<file path="src/rtl/minirv_pkg.sv">
// minirv_pkg: shared types and default sizes for the minirv register file.
//   XLEN     register width
//   NREGS    number of architectural registers (16 for RV32E builds)
//   RW       register index width
//   word_t   one register value
//   regidx_t one register index
package minirv_pkg;

  localparam int XLEN  = 32;
  localparam int NREGS = 32;
  localparam int RW    = $clog2(NREGS);

  typedef logic [XLEN-1:0] word_t;
  typedef logic [RW-1:0]   regidx_t;

endpackage

</file>
<file path="src/rtl/minirv_rf_readport.sv">
// minirv_rf_readport: one combinational register-file read port.
//   rf_flat  in   registered register image, register i at [XLEN*i +: XLEN]
//   addr     in   register to read
//   wr_en    in   a register write is being accepted this cycle
//   wr_rd    in   destination of that write
//   wr_data  in   value of that write
//   data     out  x0 and out-of-range addresses read 0; with BYPASS a write to
//                 the same register in this cycle is forwarded, else the stored value
module minirv_rf_readport #(
  parameter int XLEN   = minirv_pkg::XLEN,
  parameter int NREGS  = minirv_pkg::NREGS,
  parameter bit BYPASS = 1'b1,
  localparam int RW    = $clog2(NREGS)
) (
  input  logic [NREGS*XLEN-1:0] rf_flat,
  input  logic [RW-1:0]         addr,
  input  logic                  wr_en,
  input  logic [RW-1:0]         wr_rd,
  input  logic [XLEN-1:0]       wr_data,
  output logic [XLEN-1:0]       data
);

  localparam logic [RW:0] NREGS_W = (RW+1)'(NREGS);

  logic [XLEN-1:0] words [NREGS];
  logic            in_range;

  generate
    for (genvar gi = 0; gi < NREGS; gi++) begin : g_unflat
      assign words[gi] = rf_flat[gi*XLEN +: XLEN];
    end
  endgenerate

  // Only matters when NREGS is not a power of two.
  assign in_range = ({1'b0, addr} < NREGS_W);

  always_comb begin
    data = '0;
    if (addr == '0 || !in_range) begin
      data = '0;
    end else if (BYPASS && wr_en && (wr_rd == addr)) begin
      data = wr_data;
    end else begin
      data = words[addr];
    end
  end

endmodule

</file>
<file path="src/rtl/minirv_regfile_wb.sv">
// minirv_regfile_wb: architectural integer register file with a handshaked
// write-back port, two combinational read ports and a flattened snapshot.
//   clock        posedge clock
//   reset        asynchronous active-low reset
//   wb_valid     write-back request valid
//   wb_ready     request accepted when wb_valid & wb_ready (= reset & ~dbg_freeze)
//   wb_rd        destination register
//   wb_data      value to write
//   wb_wen       0 = retire without a register write
//   dbg_freeze   hold all state and stall write-back
//   rs1_addr/rs1_data, rs2_addr/rs2_data   combinational read ports
//   rf_flat      registered image, register i at [XLEN*i +: XLEN]
//   commit_valid one-cycle pulse the cycle after each accepted request
//   commit_rd    rd of the committed request (0 when no register was written)
//   commit_count accepted requests since reset, wraps at 2^32
module minirv_regfile_wb #(
  parameter int NREGS  = minirv_pkg::NREGS,
  parameter int XLEN   = minirv_pkg::XLEN,
  parameter bit BYPASS = 1'b1,
  localparam int RW    = $clog2(NREGS)
) (
  input  logic                  clock,
  input  logic                  reset,
  input  logic                  wb_valid,
  output logic                  wb_ready,
  input  logic [RW-1:0]         wb_rd,
  input  logic [XLEN-1:0]       wb_data,
  input  logic                  wb_wen,
  input  logic                  dbg_freeze,
  input  logic [RW-1:0]         rs1_addr,
  output logic [XLEN-1:0]       rs1_data,
  input  logic [RW-1:0]         rs2_addr,
  output logic [XLEN-1:0]       rs2_data,
  output logic [NREGS*XLEN-1:0] rf_flat,
  output logic                  commit_valid,
  output logic [RW-1:0]         commit_rd,
  output logic [31:0]           commit_count
);

  localparam logic [RW:0] NREGS_W = (RW+1)'(NREGS);

  logic          accept;
  logic          wr_en;
  logic          wr_hit;
  logic          commit_valid_reg;
  logic [RW-1:0] commit_rd_reg;
  logic [31:0]   commit_count_reg;

  assign wb_ready = reset & ~dbg_freeze;
  assign accept   = wb_valid & wb_ready;
  assign wr_en    = accept & wb_wen;
  // x0 and out-of-range destinations retire normally but leave storage untouched.
  assign wr_hit   = wr_en & (wb_rd != '0) & ({1'b0, wb_rd} < NREGS_W);

  // Each register is its own flop bank so the whole image can be cleared on
  // reset and exported every cycle; x0 has no storage at all.
  generate
    for (genvar gi = 0; gi < NREGS; gi++) begin : g_reg
      if (gi == 0) begin : g_zero
        assign rf_flat[XLEN-1:0] = '0;
      end else begin : g_store
        logic [XLEN-1:0] q_reg;
        always_ff @(posedge clock or negedge reset) begin
          if (!reset) begin
            q_reg <= '0;
          end else if (wr_hit && (wb_rd == RW'(gi))) begin
            q_reg <= wb_data;
          end
        end
        assign rf_flat[gi*XLEN +: XLEN] = q_reg;
      end
    end
  endgenerate

  always_ff @(posedge clock or negedge reset) begin
    if (!reset) begin
      commit_valid_reg <= 1'b0;
      commit_rd_reg    <= '0;
      commit_count_reg <= '0;
    end else begin
      commit_valid_reg <= accept;
      if (accept) begin
        commit_rd_reg    <= wb_wen ? wb_rd : '0;
        commit_count_reg <= commit_count_reg + 32'd1;
      end
    end
  end

  assign commit_valid = commit_valid_reg;
  assign commit_rd    = commit_rd_reg;
  assign commit_count = commit_count_reg;

  minirv_rf_readport #(
    .XLEN   (XLEN),
    .NREGS  (NREGS),
    .BYPASS (BYPASS)
  ) u_rs1 (
    .rf_flat (rf_flat),
    .addr    (rs1_addr),
    .wr_en   (wr_en),
    .wr_rd   (wb_rd),
    .wr_data (wb_data),
    .data    (rs1_data)
  );

  minirv_rf_readport #(
    .XLEN   (XLEN),
    .NREGS  (NREGS),
    .BYPASS (BYPASS)
  ) u_rs2 (
    .rf_flat (rf_flat),
    .addr    (rs2_addr),
    .wr_en   (wr_en),
    .wr_rd   (wb_rd),
    .wr_data (wb_data),
    .data    (rs2_data)
  );

endmodule
</file>
<file path="config.mk">
export PLATFORM = sky130hd
export DESIGN_NAME = minirv_regfile_wb
export DESIGN_NICKNAME = d
export VERILOG_FILES = /design/src/rtl/minirv_pkg.sv /design/src/rtl/minirv_rf_readport.sv /design/src/rtl/minirv_regfile_wb.sv
export SDC_FILE = /design/constraint.sdc
export NUM_CORES = 2
export LEC_CHECK = 0
export CAP_MARGIN = 0
export CORE_AREA = 4 4 459 461
export DETAILED_ROUTE_END_ITERATION = 12
export DIE_AREA = 0 0 463 465
export PLACE_DENSITY = 0.51
export SLEW_MARGIN = 20
export SYNTH_ARGS = -nofsm -noshare
export SYNTH_HDL_FRONTEND = slang
export SYNTH_SLANG_ARGS = --single-unit
</file>
<file path="constraint.sdc">
create_clock -name clock -period 6.8 [get_ports clock]
set_input_delay 1.36 -clock clock [delete_from_list [all_inputs] [get_ports clock]]
set_output_delay 1.36 -clock clock [all_outputs]
set_load 0.1 [all_outputs]
</file>
==> impl_metrics.csv <==
group,metric,value,unit
detailed_routing,ant_nets,0,
sta,setup_viol,0,
detailed_routing,vias_per_cell,5.70,
global_route,grt_max_degree,161,
min_path,hold_path_class,"in2async",
detailed_routing,post_drt_wl_per_cell,40.4,µm
job,cap_violations,0,
detailed_routing,routed_wl,318,mm
die,rows,167,
setup_path,reg2reg_depth,5,
synth,synth_adder_area_share,0.0224,%
clock_tree,cts_buffer_depth,3,
setup_path,cp-start-kind,"input pin",
sta,fin_ws,606,ps
die,coreArea,206000,µm²
placement,place_congestion,0.864,
synth,yosys.area.top_type_share,46.2,%
clock_tree,cts_buffers,135,
detailed_routing,drt_iter0_drc,3766,
pwr,power_leakage,0.0332,µW
synth,synth_compound_area_share,5.82,%
layout,final_area,75500,µm²
clock_tree,cts.sinks,1030,
synth,synth_area_leader_cell,"dfrtp_1",
clock_tree,tritoncts,"yes",
synth,syn_area_per_cell,13.9,µm²
setup_path,crit_end,"rs2_data[2]",
detailed_routing,drc_errors,0,
detailed_routing,vias,44800,
placement,pre_cts_ws,419,ps
synth,syn_inst,4023,
die,die_x,463,µm
setup_path,r2r-start,"commit_count[10]",
clock_tree,post_cts_buffers,0,
synth,synthMuxAreaShare,39.7,%
placement,io_buffers,1146,
synth,synth_seq_cells,1030,
clock_tree,clk_latency,780,ps
sta,hold_viol,0,
synth,synth_edf_count,0,
sta,fmax,161,MHz
setup_path,critPathKind,"in2out",
setup_path,r2r_end,"commit_count[30]",
pwr,ir_drop,256,µV
global_route,grt_overflow,0,
synth,synth.yosys.seq_area_share,46.2,%
setup_path,r2r_setup_slack,4670,ps
sta,slew_violations,0,
setup_path,worst-path-max-fanout,15,
clock_tree,post_cts_resized,0,
global_route,grt_pass1_vias,45600,
synth,synth_top_flop_cell,"dfrtp_1",
global_route,grt_pass1_wl,428,mm
layout,final_layout_size_suffix_gt1_share,39.3,%
placement,hpwl,226,mm
clock_tree,clock-root-buffer,"clkbuf_16",
clock_tree,postCtsHoldBufs,0,
clock_tree,path_clk_slew,60,ps
synth,synth-simple-area-share,3.89,%
setup_path,required,5440,ps
pwr,power_density,256,nW/µm²
sta,tns,0,ps
die,ios,1179,
setup_path,crit_arrival,4830,ps
synth,syn_area,55800,µm²
synth,yosys_warnings,0,
layout,final_nets,5093,
sta,min_period,6190,ps
sta,fin_crit_sh,91.1,%
sta,maxSlewHeadroom,19.2,%
global_route,antenna_found_initial,11,
run_status,status,"finished, final reports clean",
setup_path,end_kind,"output pin",
synth,synth_xor_area_share,0.628,%
global_route,grtUsageTotal,28.6,%
die,die_y,465,µm
placement,dpl_cell_area,70900,µm²
die,initial_core_util,27.0,%
synth,async_reset_ff_share,100,%
synth,synth_top_family_by_area,"multiplexers",
sta,skew,15.7,ps
detailed_routing,drtPass1Iterations,7,
layout,syn_to_final_growth,35.3,%
layout,largest_reg_flops,992,
sta,worst_pin_slew,1210,ps
setup_path,startpoint,"rs2_addr[3]",
die,die_area,215000,µm²
synth,synthTopCellsByArea,"dfrtp_1 46%, mux2_2 21%, mux4_2 15%",
clock_tree,h-tree-depth,4,
synth,synthDistinctLibCells,60,
sta,rsz0062_at_grt,"no",
[final cells by class]
cell class	instances	area, µm²
fillers	20100	131000
multi-input cells	2563	28400
flip-flops and latches	1030	25800
repair buffers	1303	13300
clock buffers	197	3980
well taps	2704	3380
clock inverters	48	584
inverters	7	33.8
diodes	8	20.0
[logic make-up after synthesis]
| kind of cell | count (synthesis) |
|---|---|
| other | 1 |
| DFF | 1030 |
| xor gates and xnor gates | 40 |
| muxes | 1613 |
| and+or+nand+nor | 441 |
| buffers and inverters | 461 |
| adders and majority gates | 1 |
| AOI/OAI and AO/OA | 436 |
[worst min path at each step]
stage	to	depth (start not counted)
after global routing	g_reg[22].g_store.q_reg[7]	1
after global placement	commit_count[31]	1
after detailed placement	commit_count[31]	1
after CTS	g_reg[22].g_store.q_reg[7]	1
final	g_reg[22].g_store.q_reg[7]	1
after floorplan	commit_rd[4]	2
[per-stage QoR]
step           utilization, %  instances  power [µW]  hold slack (ps)
2_1_floorplan               -       4054       10300              959
3_3_place_gp             34.4       7607       12000              466
6_report                 36.6       7860       19300              477
4_1_cts                  36.6       7852       19500              427
3_5_place_dp             34.4       7607       12000              471
5_1_grt                  36.6       7855       19900              448
[power by group]
group	switching, µW	internal (µW)
clock network	3080	4360
registers	444	6430
logic	3760	1260
total	7290	12100
[cell usage after synthesis (24+ instances only)]
library cell,number
mux2_2,1053
dfrtp_1,1030
mux4_2,373
clkbuf_1,207
mux2i_1,182
buf_2,138
nor2_1,135
nand2_1,105
o21ai_0,63
o221ai_1,62
buf_1,59
a22oi_1,54
buf_4,50
a221oi_1,43
a31oi_1,42
nand3_1,40
nand2b_1,36
a22o_1,35
a21oi_1,33
or3_1,31
nor2b_1,26
o211ai_1,24
xnor2_1,24
[placed cells by master, fill, tap and decap left out, types with 29 or more instances in the layout]
cell,n
a21oi_1,33
a221oi_1,43
a22o_1,35
a22oi_1,54
a31oi_1,42
buf_12,87
buf_4,222
clkbuf_1,30
clkbuf_16,139
clkbuf_8,29
clkdlybuf4s50_1,978
conb_1,32
dfrtp_1,1030
mux2_2,1053
mux2i_1,182
mux4_2,373
nand2_1,85
nand2b_1,33
nand3_1,36
nor2_1,131
o21ai_0,63
o221ai_1,62
or3_1,31
[layer usage]
layer	part of all wire (%)	wire length, µm	global-route usage [%]
met4	6.0	19200	14.4
met2	46	146000	45.5
met3	9.5	30200	9.92
met1	38	122000	34.6
met5	0.0072	23	0
[critical path, stage by stage]
cell             delay, ps
clkdlybuf4s50_1       1010
nand2_4                380
nor4_1                 820
a221oi_1               220
a31oi_1                770
buf_12                 260
Note: power is estimated with default switching activity, not from simulation.
